## config.mk

```make
export PLATFORM = sky130hd
export DESIGN_NAME = pipelined_tree_mux
export DESIGN_NICKNAME = d
export VERILOG_FILES = /design/src/rtl/cam_mux_pkg.sv /design/src/rtl/pipelined_tree_mux_param_mux.sv /design/src/rtl/pipelined_tree_mux.sv
export SDC_FILE = /design/constraint.sdc
export NUM_CORES = 1
export LEC_CHECK = 0
export BUFFER_PORTS_ARGS = -buffer_cell sky130_fd_sc_hd__buf_4
export CAP_MARGIN = 20
export CORE_ASPECT_RATIO = 1.5
export CORE_MARGIN = 2
export CORE_UTILIZATION = 25
export CTS_BUF_LIST = sky130_fd_sc_hd__clkbuf_8
export CTS_CLUSTER_DIAMETER = 50
export DETAILED_ROUTE_END_ITERATION = 6
export PLACE_DENSITY_LB_ADDON = 0.1
export SLEW_MARGIN = 20
export SYNTH_ARGS = -nofsm -noshare
export SYNTH_HDL_FRONTEND = slang
export SYNTH_HIERARCHICAL = 1
export SYNTH_SLANG_ARGS = --single-unit
export TNS_END_PERCENT = 50
```

## constraint.sdc

```tcl
create_clock -name clk -period 1.6 [get_ports clk]
set_clock_uncertainty 0.05 [all_clocks]
set_input_delay 0.32 -clock clk [delete_from_list [all_inputs] [get_ports clk]]
set_output_delay 0.32 -clock clk [all_outputs]
set_load 0.02 [all_outputs]
```

## src/rtl/cam_mux_pkg.sv

```systemverilog
// Shared helpers and defaults for the CAM datapath selector blocks.
package cam_mux_pkg;

    // Leaf mux width used when the instantiating block does not override it.
    localparam int DEFAULT_RADIX = 8;

    // Width of an index able to address n items, never below one bit so that
    // degenerate selects (n <= 2) still produce a legal vector.
    function automatic int clog2_min1(input int n);
        return (n <= 2) ? 1 : $clog2(n);
    endfunction

endpackage

```

## src/rtl/pipelined_tree_mux_param_mux.sv

```systemverilog
// Combinational RADIX-to-1 selector, DATA_WIDTH bits per input.
// RADIX is expected to be a power of two so every sel code addresses an input.
module param_mux
    import cam_mux_pkg::*;
#(
    parameter  int RADIX      = DEFAULT_RADIX,
    parameter  int DATA_WIDTH = 1,
    localparam int SEL_W      = clog2_min1(RADIX)
) (
    input  logic [RADIX-1:0][DATA_WIDTH-1:0] data,
    input  logic [SEL_W-1:0]                 sel,
    output logic [DATA_WIDTH-1:0]            y
);

    generate
        if (RADIX == 1) begin : gPass
            // A single input needs no decode; the select code is don't-care.
            logic unusedSel;
            assign unusedSel = ^sel;
            assign y         = data[0];
        end else begin : gMux
            // Plain indexed pick of the addressed input.
            always_comb begin
                y = data[sel];
            end
        end
    endgenerate

endmodule

```

## src/rtl/pipelined_tree_mux.sv

```systemverilog
// Two-stage pipelined N-to-1 selector for the CAM datapath.
// S1 registers every leaf mux result plus the group index and range error;
// S2 picks the group and registers the final lane with valid/ready flow control.
module pipelined_tree_mux
    import cam_mux_pkg::*;
#(
    parameter  int NUM_INPUTS = 32,
    parameter  int DATA_WIDTH = 1,
    parameter  int RADIX      = DEFAULT_RADIX,
    localparam int SEL_W      = clog2_min1(NUM_INPUTS)
) (
    input  logic                           clk,
    input  logic                           reset,
    input  logic                           in_valid,
    output logic                           in_ready,
    input  logic [NUM_INPUTS*DATA_WIDTH-1:0] in_data,
    input  logic [SEL_W-1:0]               in_sel,
    output logic                           out_valid,
    input  logic                           out_ready,
    output logic [DATA_WIDTH-1:0]          out_data,
    output logic                           out_err
);

    localparam int GROUPS     = NUM_INPUTS / RADIX;
    localparam int LEAF_SEL_W = $clog2(RADIX);
    localparam int GRP_SEL_W  = clog2_min1(GROUPS);
    // The root mux is sized up to a power of two; spare inputs read as zero.
    localparam int GRP_POW2   = 1 << $clog2(GROUPS);

    typedef struct packed {
        logic                 err;
        logic [GRP_SEL_W-1:0] grp;
    } s1Side_t;

    // vldPipe[1] = S1 occupied, vldPipe[2] = S2 occupied (drives out_valid).
    logic [2:1] vldPipe;
    logic       s1Ready;
    logic       s2Ready;

    logic [NUM_INPUTS-1:0][DATA_WIDTH-1:0] lanes;
    logic [GROUPS-1:0][DATA_WIDTH-1:0]     leafOut;
    logic [GROUPS-1:0][DATA_WIDTH-1:0]     leafQ;
    logic [GRP_POW2-1:0][DATA_WIDTH-1:0]   rootIn;
    logic [DATA_WIDTH-1:0]                 rootOut;

    logic                 selErr;
    logic [GRP_SEL_W-1:0] selGrp;
    s1Side_t              s1Side;

    assign lanes = in_data;

    // Ready chain looks only at pipeline occupancy and the consumer, never at
    // in_valid, so upstream can treat in_ready as a pure status signal.
    assign s2Ready   = !vldPipe[2] || out_ready;
    assign s1Ready   = !vldPipe[1] || s2Ready;
    assign in_ready  = s1Ready && !reset;
    assign out_valid = vldPipe[2];

    generate
        // Range error only exists when the lane count leaves unused sel codes.
        if (NUM_INPUTS == (1 << SEL_W)) begin : gNoErr
            assign selErr = 1'b0;
        end else begin : gErr
            assign selErr = (in_sel >= SEL_W'(NUM_INPUTS));
        end

        // With a single group the upper select bits do not exist.
        if (GROUPS > 1) begin : gGrp
            assign selGrp = GRP_SEL_W'(in_sel >> LEAF_SEL_W);
        end else begin : gOneGrp
            assign selGrp = '0;
        end

        // One leaf mux per group, all driven by the low select bits.
        for (genvar g = 0; g < GROUPS; g++) begin : gLeaf
            param_mux #(
                .RADIX      (RADIX),
                .DATA_WIDTH (DATA_WIDTH)
            ) uLeaf (
                .data (lanes[g*RADIX +: RADIX]),
                .sel  (in_sel[LEAF_SEL_W-1:0]),
                .y    (leafOut[g])
            );
        end

        // Pad the registered leaf results out to the root mux width.
        for (genvar g = 0; g < GRP_POW2; g++) begin : gRootIn
            if (g < GROUPS) begin : gUsed
                assign rootIn[g] = leafQ[g];
            end else begin : gPad
                assign rootIn[g] = '0;
            end
        end
    endgenerate

    param_mux #(
        .RADIX      (GRP_POW2),
        .DATA_WIDTH (DATA_WIDTH)
    ) uRoot (
        .data (rootIn),
        .sel  (s1Side.grp),
        .y    (rootOut)
    );

    // S1: capture leaf results and sideband when a beat is accepted; hold while S2 is blocked.
    always_ff @(posedge clk) begin
        if (reset) begin
            vldPipe[1] <= 1'b0;
            leafQ      <= '0;
            s1Side     <= '0;
        end else if (s1Ready) begin
            vldPipe[1] <= in_valid;
            if (in_valid) begin
                leafQ  <= leafOut;
                s1Side <= '{err: selErr, grp: selGrp};
            end
        end
    end

    // S2: pick the group result, zero it on range error, hold it while the consumer stalls.
    always_ff @(posedge clk) begin
        if (reset) begin
            vldPipe[2] <= 1'b0;
            out_data   <= '0;
            out_err    <= 1'b0;
        end else if (s2Ready) begin
            vldPipe[2] <= vldPipe[1];
            if (vldPipe[1]) begin
                out_data <= s1Side.err ? '0 : rootOut;
                out_err  <= s1Side.err;
            end
        end
    end

endmodule

```

==> impl_metrics.toml, run 1 <==
[worst_setup_path]
worstPathRequired_ns = 1.23
crit_path_start_kind = "register"
critPathArrivalTime_ns = 1.01
slowest_stage = "dfxtp_1"
end_kind = "output pin"
r2r_end = "s1Side[0]"
r2r_setup_slack_ns = 0.34
timing.rr.start = "vldPipe[1]"
path_cells = "and3b_2, nor2_1, buf_4"
reg2regPathDepth = 3
setup.worst_path.class = "register to output pin"
cp_max_fo = 4
cpPeakStageDelay_ns = 0.32

[die]
num_io_pins = 45
die_w_um = 46.7
core_sq_mm = 0.00265
die_h_um = 68.1
initial_utilization_pct = 25.9
rows = 23
dieArea_sq_mm = 0.00318

[clock_tree]
ctsHoldBuffers = 0
numCtsBuffers = 3
ctsHtreeMaxLevel = 1
clk_latency_ns = 0.23
cts-root-buf = "clkbuf_8"
cts_resized = 0
clockBufferDepth = 2
clock_sinks = 9
clk_pin_slew_ns = 0.04
cts_tree = "built"
cts_setup_buffers = 0

[timing]
fmax_mhz = 726
hold_violations = 0
min_period_ns = 1.38
rsz0062_at_grt = "false"
drv_slew = 0
setup_violations = 0
period_share_pct = 86.0
tns_ns = 0

[finish]
syn2layout_area_growth_pct = 57.2
multi_input_area_sq_um = 478
instances_no_fill = 137
fillerInstances = 289
nNetsFinal = 142
antenna_cells = 0
seqCellArea_sq_um = 180
drive_above_1_share_pct = 53.0

[routing]
first_pass_iters = 1
viasPerCell = 4.37
wire_per_inst_um = 10.6
drt-total-wl_um = 1450
dr_total_vias = 599
drt_drc_violations_left = 0
ant_nets = 0
drt_iter0_drc = 0

[logic_synthesis]
synth_seq_cells = 9
synth_top_area_share_pct = 30.7
synth_edf_count = 0
synthFlopType = "dfxtp_1"
ys_top_cells_by_count = "nand2b_1, dfxtp_1, mux4_1"
yosys.area.top_type = "mux4_1"
netlist-cell-type-count = 18
postSynthCellCount = 56
synthesis.nets = 97
ys_seq_area_share_pct = 26.3
yosys_warnings = 6
yosys-top-cells-area = "mux4_1, dfxtp_1, nand2b_1"
syn_avg_cell_area_sq_um = 12.2
yosysMostFrequentCell = "nand2b_1"
async_flop_share_pct = 0
syn_area_sq_um = 684

[global_route]
grt-ovfl-total = 0
grt_use_total_pct = 10.3
grt_pass1_wl_um = 2270
grt_max_degree = 17
grt_pass1_vias = 576
antenna_found_initial = 0

[power_and_ir_drop]
total_leakage_power_nw = 0.503
power_density_mw_per_mm2 = 636
ir_worst_vdd_mv = 0.232

[placed_design]
gp_congestion = 0.653
place.port_buffers = 43
dpl.cell_count = 133
dp_hpwl_um = 1220

[hold_path]
holdPathStages = 3
worstHoldEndpoint = "vldPipe[1]"
min_from = "in_valid"
hold_path.class = "input pin to register"

[flow_run]
cap_violations = 0

[status]
status = "complete, no violations"
==> worst max path at each step <==
stage,start,endpoint,slack [ns],cells after the start
6_report,vldPipe[1],in_ready,0.22,3
5_1_grt,in_sel[0],leafQ[1],0.15,5
4_1_cts,in_sel[0],leafQ[3],0.21,5
3_5_place_dp,in_sel[0],leafQ[3],-0.03,5
3_3_place_gp,in_sel[0],leafQ[3],-0.03,5
2_1_floorplan,in_sel[0],leafQ[0],0.23,4
==> cells by family (layout without fill, tap and decap cells) <==
group                  Yosys count  count (layout)  synth area share, %
other                            1               1                0.548
buffers and inverters            4              48                 3.84
muxes                           19              19                 49.4
DFF                              9               9                 26.3
AOI/OAI and AO/OA                2               2                 1.46
and+or+nand+nor                 21              21                 18.5
==> where the power goes <==
group	total, W	leakage, nW	internal, W	switching (W)
registers	0.000251	0.0742	0.000241	0.00000963
clock network	0.000251	0.0269	0.000167	0.0000846
logic	0.000182	0.401	0.000130	0.0000527
total	0.000685	0.503	0.000538	0.000147
==> critical path: cells and delay by family, from the launching register on <==
family	cells	cell delay [ns]
AND/OR/NAND/NOR	2	0.31
buffers and inverters	1	0.14
flip-flops	1	0.32
==> layer usage <==
layer  vias up  global-route usage, %  routed length, um
li1        301                      -                  -
met1       263                   8.94                503
met2        33                   19.4                788
met3         2                   2.37                130
met4         0                   7.29                 24
met5         -                      0                  0
==> through the flow <==
stage | utilization (%) | hold slack (ns) | area [sq um] | power (W) | worst slack, ns
global route | 40.6 | 0.303 | 1080 | 0.000724 | 0.147
global placement | 38.9 | 0.409 | 1030 | 0.000439 | -0.0272
CTS | 40.6 | 0.275 | 1080 | 0.000693 | 0.206
floorplan | - | 0.391 | 684 | 0.000348 | 0.230
detailed placement | 38.9 | 0.414 | 1030 | 0.000441 | -0.0321
finish | 40.6 | 0.269 | 1080 | 0.000685 | 0.223
==> sequential cells by signal, indices dropped and copies added, names as in the netlist <==
register and cells:
out_valid 1, s1Side 2, out_data 1, leafQ 4, vldPipe 1
==> placed cells by master, fill, tap and decap left out, drive strengths merged <==
cell and n:
and3b 1, nor2b 2, mux2i 6, conb 1
mux2 4, clkbuf 3, nand2b 12, buf 43
mux4 9, nand3b 1, dfxtp 9, o21ai 1
nor2 5, a21oi 1, inv 2
==> area by class of cell <==
class	instances	area share, %
Tap cell	37	4.30
Multi-Input combinational cell	43	44.4
Clock buffer	3	3.84
Sequential cell	9	16.7
Clock inverter	1	0.349
Inverter	1	0.349
Timing Repair Buffer	43	30.0
No activity file was read; power rests on OpenSTA's default activity.
==> inputs of run 2 (changes only) <==
Settings changed: ABC_AREA set to 1, SETUP_SLACK_MARGIN set to 0.1.
==> run 2 against run 1 <==
Sequential share of layout area down 3.0 points. Area after synthesis is 31% higher. Utilization down 2.3 points. Die area increased by 29%. Flip-flop and latch count unchanged. Highest routed layer unchanged. Final cell count grew 96%. Count of clock-buffer cells in the layout stayed put. Cell area up 22%. Largest cell class unchanged. Fmax up 5.4%. Combinational power grew 32%. Via count is 77% higher. Synthesized cell count grew to 3.2 times the previous value.
==> impl_metrics.toml, run 2 <==
[worst_setup_path]
cp_max_fo = 3
timing.rr.start = "vldPipe[1]"
crit_start = "vldPipe[1]"
end_kind = "output pin"
crit_path_start_kind = "register"
worstPathRequired_ns = 1.23
setup.worst_path.class = "register to output pin"
critPathArrivalTime_ns = 0.94

[timing]
drv_slew = 0
fmax_mhz = 765
period_share_pct = 81.7
setup_ws_ns = 0.294
setup_violations = 0
rsz0062_at_grt = "false"
min_period_ns = 1.31
hold_violations = 0
tns_ns = 0

[clock_tree]
ctsHoldBuffers = 0
clk_latency_ns = 0.23
cts_tree = "built"
cts_resized = 0
clockBufferDepth = 2
cts_setup_buffers = 0
clk_pin_slew_ns = 0.04
ctsHtreeMaxLevel = 1
numCtsBuffers = 3
clock_sinks = 9
cts-root-buf = "clkbuf_8"

[global_route]
grt_max_degree = 21
antenna_found_initial = 0
grt_pass1_wl_um = 3280
grt-ovfl-total = 0
grt_pass1_vias = 888
grt_use_total_pct = 10.2

[logic_synthesis]
synth_edf_count = 0
yosysMostFrequentCell = "nand2_1"
syn_avg_cell_area_sq_um = 4.96
synth_top_area_share_pct = 28.0
yosys_warnings = 6
synthFlopType = "dfxtp_1"
syn_area_sq_um = 897
yosys-top-cells-area = "nand2_1, inv_1, dfxtp_1"
async_flop_share_pct = 0
netlist-cell-type-count = 12
ys_top_cells_by_count = "nand2_1, inv_1, nand3_1"
yosys.area.top_type = "nand2_1"
synthesis.nets = 222
synth_seq_cells = 9
postSynthCellCount = 181
ys_seq_area_share_pct = 20.1

[power_and_ir_drop]
ir_worst_vdd_mv = 0.296
power_density_mw_per_mm2 = 570
total_leakage_power_nw = 0.880
power_w = 0.000746

[die]
die_h_um = 77.4
rows = 26
num_io_pins = 45
dieArea_sq_mm = 0.00409
die_w_um = 52.9
core_sq_mm = 0.00342
initial_utilization_pct = 26.3

[finish]
syn2layout_area_growth_pct = 45.9
reg_top3 = "leafQ: 4 flops, s1Side: 2 flops"
fin_area_sq_mm = 0.00131
largest_reg_flops = 4
layout_common_cells = "nand2_1, inv_1, buf_4, nand3_1"
drive_above_1_share_pct = 24.2
nNetsFinal = 269
final_common_cell = "nand2_1"
antenna_cells = 0
largest-register = "leafQ"

[hold_path]
hold_path.class = "input pin to register"
min_from = "reset"

[placed_design]
preCtsSetupSlack_ns = 0.339
placed_cell_area_sq_mm = 0.00126
place.port_buffers = 43
dp_hpwl_um = 1710
gp_congestion = 0.683

[status]
status = "complete, no violations"

[routing]
first_pass_iters = 2
wire_per_inst_um = 7.55
drt_iter0_drc = 19
viasPerCell = 3.94
dr_total_vias = 1061
drt-total-wl_um = 2030
drt_drc_violations_left = 0
ant_nets = 0

[flow_run]
cap_violations = 0
## run 2: cell count changes in the layout (fill, tap and decap cells not counted), moves of 3 or more
cell	change
nand2_1	+67
inv_1	+55
nand3_1	+23
nand2b_1	-12
a21oi_1	+8
mux4_1	-8
mux2i_1	-6
inv_2	+4
mux2_2	-4
nand3_2	+3
## run 2: cells by family (layout without fill, tap and decap cells)
family	Yosys count	after routing	share of synthesized area (%)
AOI/OAI and AO/OA	9	9	5.02
buffers and inverters	63	109	27.8
DFF	9	9	20.1
other	1	1	0.418
and+or+nand+nor	99	99	46.7
## run 2: cell type report
class	count	area, sq um
flip-flops and latches	9	180
clock inverters	1	3.75
well taps	42	52.6
fillers	413	2110
repair buffers	45	338
multi-input cells	109	468
clock buffers	3	41.3
inverters	60	225
## run 2: worst paths after layout
kind,endpoint,depth (start not counted),slack [ns]
min reg2reg,out_data,2,0.41
max reg2reg,leafQ[1],4,0.61
min,vldPipe[1],2,0.22
max,in_ready,4,0.29
## run 2: worst max-delay path, stage by stage, from the launching register on
cell	delay [ns]
dfxtp_1	0.36
nand3_2	0.09
nand2_1	0.08
inv_1	0.04
buf_4	0.14
## run 2: report_power, final
group          total [W]  switching (W)  internal [W]
combinational   0.000241       0.000115      0.000126
sequential      0.000251      0.0000100      0.000241
clock           0.000254      0.0000867      0.000167
total           0.000746       0.000212      0.000534
## run 2: metrics by stage
step	hold slack, ns	std cells	utilization (%)
floorplan	0.339	181	-
global placement	0.396	265	37.0
detailed placement	0.398	265	37.0
CTS	0.216	269	38.3
global route	0.221	269	38.3
finish	0.221	269	38.3
## run 2: per-layer routing
layer,global-route usage [%],up-vias,wire [um]
met5,0,-,0
met4,4.62,0,10
met3,1.15,2,98
met2,18.5,26,1120
met1,11.2,425,802
li1,-,608,-
==> inputs of run 3 (changes only) <==
Settings changed: ABC_AREA 1 to 0.
Clock period 1.6 ns to 1.1 ns, I/O delays scaled along.
==> run 3 against run 2 <==
The run now ends with negative setup slack left. Flip-flop and latch count unchanged. Worst hold slack worse by 0.057 ns. Global-route usage grew 0.43 points. Critical endpoint unchanged.
==> impl_metrics.toml, run 3 (same netlist as run 1, synthesis figures left out) <==
[status]
status = "finished with violations"
violations = "negative setup slack"

[power_and_ir_drop]
total_leakage_power_nw = 0.522
power_density_mw_per_mm2 = 924
power_w = 0.00104
ir_worst_vdd_mv = 0.344

[clock_tree]
ctsHtreeMaxLevel = 1
cts-root-buf = "clkbuf_8"
clockBufferDepth = 2
cts_tree = "built"
numCtsBuffers = 3
clock_sinks = 9
clk_latency_ns = 0.23
clk_pin_slew_ns = 0.04

[finish]
nNetsFinal = 146
reg_top3 = "leafQ: 4 flops, s1Side: 2 flops"
antenna_cells = 0
largest_reg_flops = 4
multi_input_area_sq_um = 468
fillerInstances = 274
final_common_cell = "buf_4"
instances_no_fill = 141
layout_common_cells = "buf_4, nand2b_1, mux4_2, dfxtp_1, mux2i_1"
syn2layout_area_growth_pct = 64.5
seqCellArea_sq_um = 181
drive_above_1_share_pct = 63.5
largest-register = "leafQ"

[routing]
wire_per_inst_um = 10.5
drt_drc_violations_left = 0
dr_total_vias = 598
viasPerCell = 4.24
first_pass_iters = 2
ant_nets = 0
drt-total-wl_um = 1480
drt_iter0_drc = 10

[die]
core_sq_mm = 0.00265
rows = 23
dieArea_sq_mm = 0.00318
initial_utilization_pct = 25.9
num_io_pins = 45
die_h_um = 68.1
die_w_um = 46.7

[worst_setup_path]
critPathArrivalTime_ns = 0.95
crit_path_start_kind = "register"
crit_buf_inv = 1
crit_family = "flip-flops"
setup.worst_path.class = "register to output pin"
cpPeakStageDelay_ns = 0.30
slowest_stage = "dfxtp_1"
path_cells = "and3b_2, nor2_1, buf_4"
worstPathRequired_ns = 0.83
cp_max_fo = 2
end_kind = "output pin"

[timing]
rsz0062_at_grt = "true"
setup_violations = 8
setup_ws_ns = -0.123
drv_slew = 0
fmax_mhz = 818
min_period_ns = 1.22
hold_violations = 0
period_share_pct = 111
holdWs_ns = 0.164

[placed_design]
dp_hpwl_um = 1300
dpl.cell_count = 136
gp_congestion = 0.636
place.port_buffers = 43
preCtsSetupSlack_ns = -0.402

[global_route]
antenna_found_initial = 0
grt-ovfl-total = 0
grt_max_degree = 17
grt_pass1_vias = 613
grt_use_total_pct = 10.6
grt_pass1_wl_um = 2390

[flow_run]
cap_violations = 0

[hold_path]
hold_path.class = "input pin to register"
[run 3: per-layer routing]
layer	share of wire [%]	vias to the layer above	wire length, um	GRT usage, %
li1	-	299	-	-
met1	33	262	487	8.79
met2	56	35	830	20.8
met3	9.6	2	142	2.64
met4	1.3	0	19	6.25
met5	0	-	0	0
[run 3: tightest hold or removal path, cell delays in order]
cell    delay [ns]
buf_4         0.08
nor2_1        0.03
nor2_1        0.07
[run 3: where the power goes]
part | internal [W] | leakage [nW] | switching, W
combinational | 0.000224 | 0.421 | 0.0000882
sequential | 0.000352 | 0.0746 | 0.0000122
clock | 0.000242 | 0.0269 | 0.000122
total | 0.000818 | 0.522 | 0.000222
[run 3: path summary, 6_finish.rpt]
kind | startpoint | endpoint | slack [ns] | depth (start not counted)
setup / recovery | out_valid | in_ready | -0.12 | 3
hold / removal | in_valid | vldPipe[1] | 0.16 | 3
setup reg to reg | out_valid | s1Side[0] | -0.08 | 5
hold reg to reg | leafQ[2] | leafQ[2] | 0.42 | 2
[run 3: final cells by class]
cell class	instances	area share, %
clock buffer	3	3.67
clock inverter	1	0.333
inverter	1	0.333
multi-input combinational	43	41.6
sequential	9	16.1
tap	37	4.11
timing repair buffer	47	33.9
[run 3: timing repair]
action / in CTS / in global routing
gates resized for setup: 5 / 1
endpoints found under the setup margin: 9 / 9
cloned: 0 / 0
hold buffers: 0 / 0
buffers inserted: 1 / 0
pin swaps: 1 / 0
[run 3: through the flow]
| step | TNS [ns] | util (%) | instance area, sq um |
|---|---|---|---|
| 2_1_floorplan | -0.619 | - | 669 |
| 3_3_place_gp | -1.56 | 39.7 | 1050 |
| 3_5_place_dp | -1.62 | 39.7 | 1050 |
| 4_1_cts | -0.684 | 42.3 | 1120 |
| 5_1_grt | -0.949 | 42.5 | 1130 |
| 6_report | -0.577 | 42.5 | 1130 |
